File: config.mk
export PLATFORM = sky130hd
export DESIGN_NAME = id_ex_stage_flat
export DESIGN_NICKNAME = d
export VERILOG_FILES = /design/src/rtl/id_ex_if.sv /design/src/rtl/id_ex_stage.sv /design/src/flat_wrapper.sv
export SDC_FILE = /design/constraint.sdc
export NUM_CORES = 1
export LEC_CHECK = 0
export BUFFER_PORTS_ARGS = -buffer_cell sky130_fd_sc_hd__buf_2
export CORE_AREA = 2 2 169 171
export CTS_CLUSTER_SIZE = 10
export DETAILED_ROUTE_END_ITERATION = 7
export DIE_AREA = 0 0 171 173
export HOLD_SLACK_MARGIN = 0.1
export PLACE_DENSITY_LB_ADDON = 0.05
export SLEW_MARGIN = 15
export SYNTH_ARGS = -nofsm -noshare
export SYNTH_HDL_FRONTEND = slang
export SYNTH_SLANG_ARGS = --single-unit
export TNS_END_PERCENT = 100
File: constraint.sdc
create_clock -name clk -period 2.04 [get_ports clk]
set_input_delay 0.408 -clock clk [delete_from_list [all_inputs] [get_ports clk]]
set_output_delay 0.408 -clock clk [all_outputs]
set_load 0.01 [all_outputs]
File: src/rtl/id_ex_if.sv
// Decode-to-execute bundle: IF/ID fields in, registered ID/EX fields and stall out.
// ID_EX_PERF_CNT_EN adds the perf_bubbles/perf_flushes counters to the bundle.
interface id_ex_if #(
    parameter int XLEN   = 64,
    parameter int REG_AW = 5
);
    logic              if_id_valid;
    logic [REG_AW-1:0] if_id_rs1;
    logic [REG_AW-1:0] if_id_rs2;
    logic [REG_AW-1:0] if_id_rd;
    logic [XLEN-1:0]   if_id_rdata1;
    logic [XLEN-1:0]   if_id_rdata2;
    logic [XLEN-1:0]   if_id_imm;
    logic [7:0]        if_id_ctrl;
    logic              flush;

    logic              id_ex_valid;
    logic [REG_AW-1:0] id_ex_rs1;
    logic [REG_AW-1:0] id_ex_rs2;
    logic [REG_AW-1:0] id_ex_rd;
    logic [XLEN-1:0]   id_ex_rdata1;
    logic [XLEN-1:0]   id_ex_rdata2;
    logic [XLEN-1:0]   id_ex_imm;
    logic [7:0]        id_ex_ctrl;
    logic              stall;

`ifdef ID_EX_PERF_CNT_EN
    logic [31:0]       perf_bubbles;
    logic [31:0]       perf_flushes;

    modport master (
        output if_id_valid, if_id_rs1, if_id_rs2, if_id_rd,
               if_id_rdata1, if_id_rdata2, if_id_imm, if_id_ctrl, flush,
        input  id_ex_valid, id_ex_rs1, id_ex_rs2, id_ex_rd,
               id_ex_rdata1, id_ex_rdata2, id_ex_imm, id_ex_ctrl, stall,
               perf_bubbles, perf_flushes
    );
    modport slave (
        input  if_id_valid, if_id_rs1, if_id_rs2, if_id_rd,
               if_id_rdata1, if_id_rdata2, if_id_imm, if_id_ctrl, flush,
        output id_ex_valid, id_ex_rs1, id_ex_rs2, id_ex_rd,
               id_ex_rdata1, id_ex_rdata2, id_ex_imm, id_ex_ctrl, stall,
               perf_bubbles, perf_flushes
    );
`else
    modport master (
        output if_id_valid, if_id_rs1, if_id_rs2, if_id_rd,
               if_id_rdata1, if_id_rdata2, if_id_imm, if_id_ctrl, flush,
        input  id_ex_valid, id_ex_rs1, id_ex_rs2, id_ex_rd,
               id_ex_rdata1, id_ex_rdata2, id_ex_imm, id_ex_ctrl, stall
    );
    modport slave (
        input  if_id_valid, if_id_rs1, if_id_rs2, if_id_rd,
               if_id_rdata1, if_id_rdata2, if_id_imm, if_id_ctrl, flush,
        output id_ex_valid, id_ex_rs1, id_ex_rs2, id_ex_rd,
               id_ex_rdata1, id_ex_rdata2, id_ex_imm, id_ex_ctrl, stall
    );
`endif
endinterface

File: src/rtl/id_ex_stage.sv
// ID/EX pipeline register with load-use hazard detection and multi-cycle bubble insertion.
// Define ID_EX_PERF_CNT_EN to add stall/flush performance counters.
module id_ex_stage #(
    parameter int XLEN         = 64,
    parameter int REG_AW       = 5,
    parameter int STALL_CYCLES = 1
) (
    input logic   clk,
    input logic   reset,
    id_ex_if.slave bus
);
    localparam int CNT_W = $clog2(STALL_CYCLES + 1);

    typedef enum logic {RUN, BUBBLE} state_t;

    state_t            state_reg;
    logic [CNT_W-1:0]  cnt_reg;
    logic              valid_reg;
    logic [REG_AW-1:0] rs1_reg;
    logic [REG_AW-1:0] rs2_reg;
    logic [REG_AW-1:0] rd_reg;
    logic [XLEN-1:0]   rdata1_reg;
    logic [XLEN-1:0]   rdata2_reg;
    logic [XLEN-1:0]   imm_reg;
    logic [7:0]        ctrl_reg;

    logic rd_match;
    logic hazard;
    logic stall;
    logic load_en;

    // Only a real load in ID/EX writing a non-x0 register can create a hazard.
    assign rd_match = (rd_reg == bus.if_id_rs1) || (rd_reg == bus.if_id_rs2);
    assign hazard   = (state_reg == RUN) && valid_reg && ctrl_reg[6] &&
                      (rd_reg != '0) && bus.if_id_valid && rd_match;
    assign stall    = !bus.flush && ((state_reg == BUBBLE) || hazard);
    assign load_en  = bus.if_id_valid && !stall && !bus.flush;

    always_ff @(posedge clk) begin
        if (reset) begin
            state_reg  <= RUN;
            cnt_reg    <= '0;
            valid_reg  <= 1'b0;
            rs1_reg    <= '0;
            rs2_reg    <= '0;
            rd_reg     <= '0;
            rdata1_reg <= '0;
            rdata2_reg <= '0;
            imm_reg    <= '0;
            ctrl_reg   <= '0;
        end else begin
            // Every slot is either the IF/ID instruction or an all-zero bubble.
            valid_reg  <= load_en;
            rs1_reg    <= load_en ? bus.if_id_rs1    : '0;
            rs2_reg    <= load_en ? bus.if_id_rs2    : '0;
            rd_reg     <= load_en ? bus.if_id_rd     : '0;
            rdata1_reg <= load_en ? bus.if_id_rdata1 : '0;
            rdata2_reg <= load_en ? bus.if_id_rdata2 : '0;
            imm_reg    <= load_en ? bus.if_id_imm    : '0;
            ctrl_reg   <= load_en ? bus.if_id_ctrl   : '0;
            if (bus.flush) begin
                state_reg <= RUN;
                cnt_reg   <= '0;
            end else begin
                case (state_reg)
                    RUN: begin
                        if (hazard && (STALL_CYCLES > 1)) begin
                            state_reg <= BUBBLE;
                            cnt_reg   <= CNT_W'(STALL_CYCLES - 1);
                        end
                    end
                    BUBBLE: begin
                        cnt_reg <= cnt_reg - CNT_W'(1);
                        if (cnt_reg == CNT_W'(1)) begin
                            state_reg <= RUN;
                        end
                    end
                    default: begin
                        state_reg <= RUN;
                        cnt_reg   <= '0;
                    end
                endcase
            end
        end
    end

    assign bus.stall        = stall;
    assign bus.id_ex_valid  = valid_reg;
    assign bus.id_ex_rs1    = rs1_reg;
    assign bus.id_ex_rs2    = rs2_reg;
    assign bus.id_ex_rd     = rd_reg;
    assign bus.id_ex_rdata1 = rdata1_reg;
    assign bus.id_ex_rdata2 = rdata2_reg;
    assign bus.id_ex_imm    = imm_reg;
    assign bus.id_ex_ctrl   = ctrl_reg;

`ifdef ID_EX_PERF_CNT_EN
    logic [1:0] perf_inc;
    assign perf_inc = {bus.flush, stall};

    // Index 0 counts stall cycles, index 1 counts flush cycles; both wrap.
    for (genvar gi = 0; gi < 2; gi++) begin : g_perf
        logic [31:0] cnt_reg;
        always_ff @(posedge clk) begin
            if (reset) begin
                cnt_reg <= '0;
            end else if (perf_inc[gi]) begin
                cnt_reg <= cnt_reg + 32'd1;
            end
        end
    end

    assign bus.perf_bubbles = g_perf[0].cnt_reg;
    assign bus.perf_flushes = g_perf[1].cnt_reg;
`endif
endmodule

File: src/flat_wrapper.sv
// flat-port wrapper written by rule: the top's interface ports become plain ports
module id_ex_stage_flat 
#(
    parameter int XLEN         = 64,
    parameter int REG_AW       = 5,
    parameter int STALL_CYCLES = 1
)
  (clk, reset, bus_if_id_valid, bus_if_id_rs1, bus_if_id_rs2, bus_if_id_rd, bus_if_id_rdata1, bus_if_id_rdata2, bus_if_id_imm, bus_if_id_ctrl, bus_flush, bus_id_ex_valid, bus_id_ex_rs1, bus_id_ex_rs2, bus_id_ex_rd, bus_id_ex_rdata1, bus_id_ex_rdata2, bus_id_ex_imm, bus_id_ex_ctrl, bus_stall);
  id_ex_if #(.XLEN(XLEN), .REG_AW(REG_AW)) bus_i ();
  input logic clk;
  input logic reset;
  input wire logic [$bits(bus_i.if_id_valid)-1:0] bus_if_id_valid;
  input wire logic [$bits(bus_i.if_id_rs1)-1:0] bus_if_id_rs1;
  input wire logic [$bits(bus_i.if_id_rs2)-1:0] bus_if_id_rs2;
  input wire logic [$bits(bus_i.if_id_rd)-1:0] bus_if_id_rd;
  input wire logic [$bits(bus_i.if_id_rdata1)-1:0] bus_if_id_rdata1;
  input wire logic [$bits(bus_i.if_id_rdata2)-1:0] bus_if_id_rdata2;
  input wire logic [$bits(bus_i.if_id_imm)-1:0] bus_if_id_imm;
  input wire logic [$bits(bus_i.if_id_ctrl)-1:0] bus_if_id_ctrl;
  input wire logic [$bits(bus_i.flush)-1:0] bus_flush;
  output wire logic [$bits(bus_i.id_ex_valid)-1:0] bus_id_ex_valid;
  output wire logic [$bits(bus_i.id_ex_rs1)-1:0] bus_id_ex_rs1;
  output wire logic [$bits(bus_i.id_ex_rs2)-1:0] bus_id_ex_rs2;
  output wire logic [$bits(bus_i.id_ex_rd)-1:0] bus_id_ex_rd;
  output wire logic [$bits(bus_i.id_ex_rdata1)-1:0] bus_id_ex_rdata1;
  output wire logic [$bits(bus_i.id_ex_rdata2)-1:0] bus_id_ex_rdata2;
  output wire logic [$bits(bus_i.id_ex_imm)-1:0] bus_id_ex_imm;
  output wire logic [$bits(bus_i.id_ex_ctrl)-1:0] bus_id_ex_ctrl;
  output wire logic [$bits(bus_i.stall)-1:0] bus_stall;
  assign bus_i.if_id_valid = bus_if_id_valid;
  assign bus_i.if_id_rs1 = bus_if_id_rs1;
  assign bus_i.if_id_rs2 = bus_if_id_rs2;
  assign bus_i.if_id_rd = bus_if_id_rd;
  assign bus_i.if_id_rdata1 = bus_if_id_rdata1;
  assign bus_i.if_id_rdata2 = bus_if_id_rdata2;
  assign bus_i.if_id_imm = bus_if_id_imm;
  assign bus_i.if_id_ctrl = bus_if_id_ctrl;
  assign bus_i.flush = bus_flush;
  assign bus_id_ex_valid = bus_i.id_ex_valid;
  assign bus_id_ex_rs1 = bus_i.id_ex_rs1;
  assign bus_id_ex_rs2 = bus_i.id_ex_rs2;
  assign bus_id_ex_rd = bus_i.id_ex_rd;
  assign bus_id_ex_rdata1 = bus_i.id_ex_rdata1;
  assign bus_id_ex_rdata2 = bus_i.id_ex_rdata2;
  assign bus_id_ex_imm = bus_i.id_ex_imm;
  assign bus_id_ex_ctrl = bus_i.id_ex_ctrl;
  assign bus_stall = bus_i.stall;
  id_ex_stage #(.XLEN(XLEN), .REG_AW(REG_AW), .STALL_CYCLES(STALL_CYCLES)) u_core (.clk(clk), .reset(reset), .bus(bus_i));
endmodule
==> results of run 1 <==
## layout make-up
type	instances	area [µm²]	area share
clock inverters	1	5.00	0.000410
flip-flops and latches	218	4380	0.358
inverters	2	7.51	0.000614
clock buffers	33	728	0.0596
repair buffers	653	4410	0.361
multi-input cells	456	2210	0.181
well taps	378	473	0.0387
diodes	1	2.50	0.000205
## kinds of logic (layout without fill, tap and decap cells)
kind of cell,Yosys count,after routing,share of synthesized area
AND/OR/NAND/NOR,226,226,0.131
AO/OA/AOI/OAI,219,219,0.163
flip-flops,218,218,0.644
buffers and inverters,73,689,0.0473
XOR/XNOR,11,11,0.0142
other,0,1,0
## worst paths after layout
check             cells after the start              startpoint                           to
setup / recovery                      5  u_core.bus.id_ex_rd[0]                    bus_stall
hold / removal                        3        bus_if_id_rs1[4]      u_core.bus.id_ex_rs1[4]
setup reg to reg                      6  u_core.bus.id_ex_rd[0]  u_core.bus.id_ex_rdata2[10]
hold reg to reg                       1          u_core.cnt_reg             u_core.state_reg
## repair_timing
item,in CTS,in global routing
setup endpoints to repair,1,1
hold buffers,191,0
buffers inserted,2,0
pin swaps,10,0
hold endpoints to repair,192,0
gates resized for setup,24,2
## worst min-delay path, stage by stage
cell	delay (ns)
buf_2	0.12
nand2_1	0.05
a21oi_1	0.03
## layer usage
layer | wire length (µm) | GRT usage
met5 | 0 | 0
met4 | 688 | 0.0569
met3 | 2130 | 0.0481
met2 | 13500 | 0.307
met1 | 10800 | 0.194
## stage by stage
stage / utilization / setup WS [ns]
2_1_floorplan: - / 0.304
3_3_place_gp: 0.342 / 0.178
3_5_place_dp: 0.342 / 0.167
4_1_cts: 0.442 / -0.0201
5_1_grt: 0.442 / -0.0639
6_report: 0.442 / 0.0128
## report_power, final
part	leakage, nW	internal [W]	switching (W)	total (W)
Sequential	1.78	0.00437	0.0000309	0.00440
Clock	0.362	0.00245	0.00171	0.00415
Combinational	3.82	0.000573	0.000441	0.00101
Total	5.96	0.00739	0.00218	0.00957
## cell usage in the layout, fill, tap and decap left out
cell type / count
nor3_1: 1
a21oi_4: 1
a211oi_1: 1
nand2_2: 1
buf_2: 434
nor3_4: 1
clkbuf_8: 3
o22ai_4: 1
clkinv_2: 1
clkbuf_1: 3
buf_4: 18
dfxtp_1: 213
inv_1: 2
a21oi_1: 215
nor4b_1: 1
clkbuf_16: 27
diode_2: 1
nor2b_1: 1
nand3_1: 1
or4b_2: 1
buf_12: 9
nand2_1: 215
a31o_4: 1
buf_6: 1
xnor2_2: 8
xnor2_1: 3
nor4b_4: 1
nand3_2: 2
dfxtp_2: 2
nor2_4: 1
dlygate4sd3_1: 191
dfxtp_4: 3
==> results.ini, run 1 <==
[cells_and_area]
post-route-cell-area_mm2 = 0.0122
n_fill_cell = 2847
drive_gt1_frac = 0.379
fin_nets = 1576
fin_cells = 1742
area_delta_synth_final_pct = 80.4

[route]
drt_wl_total_um = 27100
antenna_left = 0
initialDrtViolationCount = 273
routedWlPerCell_um = 15.6
drc = 0
vias = 7276
viasPerCell = 4.18
first_pass_iters = 4

[global_routing]
grt-ovfl-total = 0
grt_first_pass_wirelength_um = 40500
first_global_vias = 7494
grt_max_degree = 107
grt_antenna_before_repair = 1
grt_usage = 0.171

[worst_hold_path]
hold_path_class = primary input to register

[worst_setup_path]
end_kind = primary output
arrival_ns = 1.62
critical_path_class = register to primary output
r2r_slack_ns = 0.29
cp_top_family = flip-flops
cp_max_fo = 4
crit_buf_inv = 1
crit_chain = xnor2_2 > nand3_2 > o22ai_4 > a31o_4 > buf_6
crit_path_start_kind = register
critPathSlowestCell = dfxtp_4
required_ns = 1.63
cpPeakStageDelay_ns = 0.41

[clock_network]
numClockSinks = 218
clk_latency_ns = 0.52
htreeDepth = 1
cts_buffers = 26
cts_root_buffer = clkbuf_16
cts_tree = done
cts.path.max_buffers = 3
clkSlewWorstSetupHoldPaths_ns = 0.06

[floorplanning]
core_area_mm2 = 0.0276
rows = 61
num_io_pins = 436
start_util = 0.245
fp.dieW_um = 171
dieArea_mm2 = 0.0296
die_h_um = 173

[power]
ir_drop_mv = 0.623
power.leakage_nw = 5.96
power_w = 0.00957
p_per_area_mw_per_mm2 = 783

[timing]
drv_slew = 0
setup_viol = 0
rsz0062_at_grt = yes
tightest_slew_ns = 0.536
slew_headroom = 0.642
holdWs_ns = 0.130
final.min_clock_period_ns = 2.03
finalHoldViolations = 0
final.period_utilization = 0.994
clock.fmax_mhz = 493
skew_ns = 0.0129
setup_tns_ns = 0

[yosys]
synth.net_count = 966
syn_area_mm2 = 0.00677
synth_top_area_frac = 0.644
yosysWarnings = 0
synth_cell_types = 18
synth.area.top_cells = dfxtp_1 64%, a21oi_1 16%, nand2_1 12%, buf_2 2.7%, clkbuf_1 1.5%
yosys_register_bits = 218
yosysMostFrequentCell = dfxtp_1
ys.flop_type = dfxtp_1
yosysSeqAreaShare = 0.644
yosys-top-cells-count = 218 x dfxtp_1, 216 x a21oi_1, 216 x nand2_1, 37 x buf_2, 27 x clkbuf_1
yosysTopAreaCell = dfxtp_1
async_flop_share = 0
synth_cells = 747
postSynthAreaPerCell_um2 = 9.07
synth_edf_count = 0

[placed_design]
numPortBuffers = 435
hpwlAfterDp_um = 18300
gp_congestion = 0.765
placed_area_mm2 = 0.00944
dp.cells = 1514

[flow_run]
maxCapViolations = 0

[run_status]
status = finished clean

Note: power is estimated with default switching activity, not from simulation.
==> run 2: changes to the inputs <==
--- a/config.mk
+++ b/config.mk
@@ -11,7 +11,7 @@
 export DETAILED_ROUTE_END_ITERATION = 7
 export DIE_AREA = 0 0 171 173
 export HOLD_SLACK_MARGIN = 0.1
-export PLACE_DENSITY_LB_ADDON = 0.05
+export PLACE_DENSITY_LB_ADDON = 0.1
 export SLEW_MARGIN = 15
 export SYNTH_ARGS = -nofsm -noshare
 export SYNTH_HDL_FRONTEND = slang
==> run 2 against run 1 <==
  * Via count up 1.0%
  * Register-to-register slack about the same
  * Combinational power about the same
  * Sequential share of layout area up 0.20 points
  * Flip-flop and latch count unchanged
  * Critical endpoint unchanged
==> results.ini, run 2 (synthesis results as in run 1) <==
[route]
antenna_left = 0
drc = 0
routedWlPerCell_um = 15.2
viasPerCell = 4.23
drt_wl_total_um = 26400
initialDrtViolationCount = 263
first_pass_iters = 4
vias = 7350

[timing]
tightest_slew_ns = 0.577
setup_viol = 0
skew_ns = 0.0192
finalHoldViolations = 0
clock.fmax_mhz = 496
slew_headroom = 0.615
rsz0062_at_grt = yes
final.min_clock_period_ns = 2.01
final.period_utilization = 0.988
drv_slew = 0
setup_tns_ns = 0

[clock_network]
cts_tree = done
htreeDepth = 1
cts.path.max_buffers = 3
cts_buffers = 26
cts_root_buffer = clkbuf_16
clk_latency_ns = 0.53
numClockSinks = 218
clkSlewWorstSetupHoldPaths_ns = 0.06

[global_routing]
grt_first_pass_wirelength_um = 40200
grt-ovfl-total = 0
grt_antenna_before_repair = 0
grt_usage = 0.168
first_global_vias = 7526
grt_max_degree = 124

[power]
power.leakage_nw = 5.93
power_w = 0.00940
p_per_area_mw_per_mm2 = 773
ir_drop_mv = 0.491

[cells_and_area]
fin_nets = 1576
num_antenna_cells = 0
drive_gt1_frac = 0.375
area_delta_synth_final_pct = 79.6
final_common_cell = buf_2
final_cell_mix = 434 x buf_2, 215 x nand2_1, 215 x a21oi_1

[worst_hold_path]
hold_path_class = primary input to register

[floorplanning]
die_h_um = 173
dieArea_mm2 = 0.0296
rows = 61
num_io_pins = 436
fp.dieW_um = 171
core_area_mm2 = 0.0276
start_util = 0.245

[worst_setup_path]
arrival_ns = 1.61
crit_path_start_kind = register
required_ns = 1.63
critical_path_class = register to primary output
end_kind = primary output
cp_max_fo = 4

[flow_run]
maxCapViolations = 0

[placed_design]
hpwlAfterDp_um = 17300
numPortBuffers = 435
gp_congestion = 0.772

[run_status]
status = finished clean

==> run 2: changes by cell type in the layout (fill, tap and decap cells not counted), moves of 2 or more <==
cell,before,now
clkbuf_8,3,1
dfxtp_4,3,5
dfxtp_2,2,0
dlygate4sd3_1,191,194
buf_12,9,7
==> run 2: final timing paths <==
path / startpoint / endpoint / slack (ns) / cells past startpoint
hold reg to reg: u_core.cnt_reg / u_core.state_reg / 0.47 / 1
setup reg to reg: u_core.state_reg / u_core.bus.id_ex_ctrl[2] / 0.30 / 5
setup / recovery: u_core.bus.id_ex_rd[0] / bus_stall / 0.03 / 5
hold / removal: bus_if_id_ctrl[0] / u_core.bus.id_ex_ctrl[0] / 0.13 / 3
==> run 2: stage by stage <==
stage                     hold slack (ns)  worst slack [ns]  area [µm²]  cells  utilization
after floorplan                     0.418             0.304        6770    747            -
after global placement              0.434            0.0888        9390   1511        0.340
after detailed placement            0.449             0.118        9390   1511        0.340
after CTS                           0.101           -0.0351       12100   1739        0.439
after global routing                0.107           -0.0634       12200   1739        0.440
final                               0.126            0.0254       12200   1739        0.440
==> run 2: critical path, cell delays in order, from the launching register on <==
cell and delay [ns]:
dfxtp_4 0.41, xnor2_2 0.13, nand3_2 0.11, o22ai_4 0.18, a31o_4 0.16, buf_6 0.10
==> run 2: area by class of cell <==
type / count / area (µm²)
Clock inverter: 3 / 28.8
Multi-Input combinational cell: 456 / 2210
Tap cell: 378 / 473
Clock buffer: 29 / 672
Fill cell: 2773 / 15500
Inverter: 2 / 7.51
Timing Repair Buffer: 653 / 4390
Sequential cell: 218 / 4380
==> run 2: timing repair <==
action,4_1_cts,5_1_grt
hold buffers,194,0
resized for setup,19,7
pin swaps,6,4
setup endpoints to repair,1,1
hold endpoints to repair,194,0
buffers inserted,2,0
gates cloned,0,0
==> run 2: power breakdown <==
| group | internal [W] | switching, W | leakage (nW) |
|---|---|---|---|
| clock | 0.00230 | 0.00169 | 0.341 |
| combinational | 0.000576 | 0.000436 | 3.81 |
| sequential | 0.00437 | 0.0000313 | 1.78 |
| total | 0.00724 | 0.00216 | 5.93 |
==> run 2: per-layer routing <==
| metal | track usage | share of wire | vias up |
|---|---|---|---|
| met5 | 0 | 0 | - |
| met4 | 0.0519 | 0.031 | 0 |
| met3 | 0.0632 | 0.096 | 49 |
| met1 | 0.182 | 0.38 | 3364 |
| met2 | 0.302 | 0.49 | 292 |
| li1 | - | - | 3645 |
==> run 3: changes to the inputs <==
--- a/config.mk
+++ b/config.mk
@@ -5,11 +5,12 @@
 export SDC_FILE = /design/constraint.sdc
 export NUM_CORES = 1
 export LEC_CHECK = 0
+export ABC_AREA = 1
 export BUFFER_PORTS_ARGS = -buffer_cell sky130_fd_sc_hd__buf_2
-export CORE_AREA = 2 2 169 171
+export CORE_AREA = 2 2 172 174
 export CTS_CLUSTER_SIZE = 10
 export DETAILED_ROUTE_END_ITERATION = 7
-export DIE_AREA = 0 0 171 173
+export DIE_AREA = 0 0 174 176
 export HOLD_SLACK_MARGIN = 0.1
 export PLACE_DENSITY_LB_ADDON = 0.1
 export SLEW_MARGIN = 15
==> run 3 against run 2 <==
  * The run now ends with setup timing left
  * Sequential power is essentially flat
  * Die area grew 3.5%
  * Total power grew 4.5%
  * Clock skew is essentially flat
  * Combinational power shrank 6%
  * Clock power grew 12%
  * Sequential share of layout area grew 0.59 points
  * Final cell count grew 2.2%
  * Non-clock buffer count shrank 1
  * Clock-buffer cell count grew 8
  * Register-to-register slack gained 0.05 ns
==> results.ini, run 3 <==
[floorplanning]
dieArea_mm2 = 0.0306
rows = 62
start_util = 0.225
core_area_mm2 = 0.0285
fp.dieW_um = 174
num_io_pins = 436
die_h_um = 176

[worst_setup_path]
arrival_ns = 1.63
required_ns = 1.63
crit_chain = inv_2 > nand2_1 > nand2_1 > nor2_2 > nand3_1 > nand2_1 > nand2_2 > a21oi_2 > buf_2
cp_max_fo = 4
crit_path_frequent_cell = nand2_1
critPathSlowestCell = dfxtp_4
cpPeakStageDelay_ns = 0.36
cp_num_cells = 9
end_kind = primary output
critical_path_class = register to primary output
r2r_cells = 12
crit_path_start_kind = register
r2r_slack_ns = 0.35
crit_buf_inv = 2
cp_top_family = simple AND/OR/NAND/NOR gates

[cells_and_area]
num_antenna_cells = 0
n_fill_cell = 2902
final_cell_mix = 435 x buf_2, 221 x nor2_1, 219 x inv_1
final_common_cell = buf_2
fin_cells = 1777
area_delta_synth_final_pct = 86.2
post-route-cell-area_mm2 = 0.0120
fin_nets = 1602
drive_gt1_frac = 0.358

[yosys]
synth.area.top_cells = dfxtp_1 68%, inv_1 13%, nor2_1 13%, buf_6 2.6%, nand2_1 1.5%
synthAdderAreaFrac = 0
synth.net_count = 944
syn_area_mm2 = 0.00642
yosysTopAreaCell = dfxtp_1
synth_xor_xnor_area_share = 0.00273
yosys_register_bits = 218
synth_compound_area_frac = 0.00253
synth_edf_count = 0
yosysWarnings = 0
synth.area.mux_share = 0
synth_top_area_frac = 0.680
synth_cell_types = 15
synth_cells = 725
synth_top_family_by_area = buffers and inverters
postSynthAreaPerCell_um2 = 8.86
yosysMostFrequentCell = inv_1
yosys-top-cells-count = 224 x inv_1, 223 x nor2_1, 218 x dfxtp_1, 26 x nand2_1, 15 x buf_6
ys.flop_type = dfxtp_1
async_flop_share = 0
yosys.area_share.simple = 0.151
yosysSeqAreaShare = 0.680

[run_status]
violations = setup timing
status = complete, but fails checks

[power]
power_w = 0.00982
power.leakage_nw = 6.91
p_per_area_mw_per_mm2 = 822
ir_drop_mv = 0.518

[timing]
clock.fmax_mhz = 490
holdWs_ns = 0.128
setup_slack_ns = -0.000284
final.period_utilization = 1.00
final.min_clock_period_ns = 2.04
rsz0062_at_grt = yes
finalHoldViolations = 0
tightest_slew_ns = 0.195
skew_ns = 0.0196
slew_headroom = 0.870
setup_viol = 1
drv_slew = 0

[placed_design]
dp.cells = 1533
gp_congestion = 0.743
hpwlAfterDp_um = 15300
numPortBuffers = 435
pre_cts_ws_ns = 0.290
placed_area_mm2 = 0.00907

[worst_hold_path]
whs_path_depth = 3
hold_path_class = primary input to register

[route]
routedWlPerCell_um = 12.1
initialDrtViolationCount = 162
drc = 0
antenna_left = 0
first_pass_iters = 4
viasPerCell = 3.59
vias = 6371
drt_wl_total_um = 21500

[clock_network]
clkSlewWorstSetupHoldPaths_ns = 0.06
clk_latency_ns = 0.52
htreeDepth = 1
cts_buffers = 27
cts_root_buffer = clkbuf_16
numClockSinks = 218
cts_tree = done
cts.path.max_buffers = 3

[global_routing]
first_global_vias = 6716
grt_usage = 0.136
grt_first_pass_wirelength_um = 33600
grt_antenna_before_repair = 0
grt-ovfl-total = 0
grt_max_degree = 44

[flow_run]
maxCapViolations = 0

## run 3: changes by cell type after synthesis, sizes merged, moves of 2 or more
cell and delta:
a21oi -214, clkbuf -27, nor4b -2, nand2 -190
inv +222, xnor2 -9, buf -21, nor2 +222
## run 3: what timing repair did
item,4_1_cts,5_1_grt
setup buffers,2,0
gates resized for setup,13,6
hold endpoints to repair,203,0
endpoints found under the setup margin,1,1
pin swaps,6,7
hold buffers,203,0
## run 3: worst reg2reg max path, cell delays in order, from the launching register on
cell     delay [ns]
dfxtp_4        0.36
inv_2          0.04
nand2_1        0.05
nand2_1        0.06
nor2_2         0.10
nand3_1        0.08
nand2_1        0.08
nand2_2        0.06
buf_4          0.14
nand3_4        0.08
buf_12         0.17
buf_12         0.23
nor2_1         0.09
## run 3: routing by layer
| layer | vias up | track usage | wire [µm] |
|---|---|---|---|
| li1 | 3273 | - | - |
| met1 | 2775 | 0.141 | 8020 |
| met2 | 274 | 0.253 | 10800 |
| met3 | 49 | 0.0452 | 1890 |
| met4 | 0 | 0.0522 | 800 |
| met5 | - | 0 | 0 |
## run 3: final timing paths
path                                        startpoint                          end
worst max-delay path            u_core.bus.id_ex_rd[1]                    bus_stall
worst min-delay path              bus_if_id_rdata1[62]  u_core.bus.id_ex_rdata1[62]
worst max register to register  u_core.bus.id_ex_rd[1]  u_core.bus.id_ex_rdata2[16]
worst min register to register          u_core.cnt_reg               u_core.cnt_reg
## run 3: logic make-up (layout without fill, tap and decap cells)
logic type / count (synthesis) / in the layout
flip-flops: 218 / 218
buffers and inverters: 247 / 915
XOR/XNOR: 2 / 2
AO/OA/AOI/OAI: 3 / 3
AND/OR/NAND/NOR: 255 / 255
## run 3: through the flow
| stage | setup TNS [ns] | utilization |
|---|---|---|
| 6_report | -0.000284 | 0.419 |
| 5_1_grt | -0.126 | 0.419 |
| 4_1_cts | -0.0412 | 0.418 |
| 3_5_place_dp | 0 | 0.318 |
| 3_3_place_gp | 0 | 0.318 |
| 2_1_floorplan | 0 | - |
## run 3: where the power goes
group	internal, W	switching (W)
Sequential	0.00437	0.0000297
Clock	0.00277	0.00170
Combinational	0.000565	0.000388
Total	0.00771	0.00212
## run 3: cell type report
cell class | instances | area, µm² | share of cell area
Multi-Input combinational cell | 260 | 1030 | 0.0859
Clock buffer | 37 | 753 | 0.0630
Tap cell | 384 | 480 | 0.0402
Sequential cell | 218 | 4380 | 0.366
Timing Repair Buffer | 652 | 4410 | 0.369
Clock inverter | 2 | 60.1 | 0.00502
Inverter | 224 | 843 | 0.0705
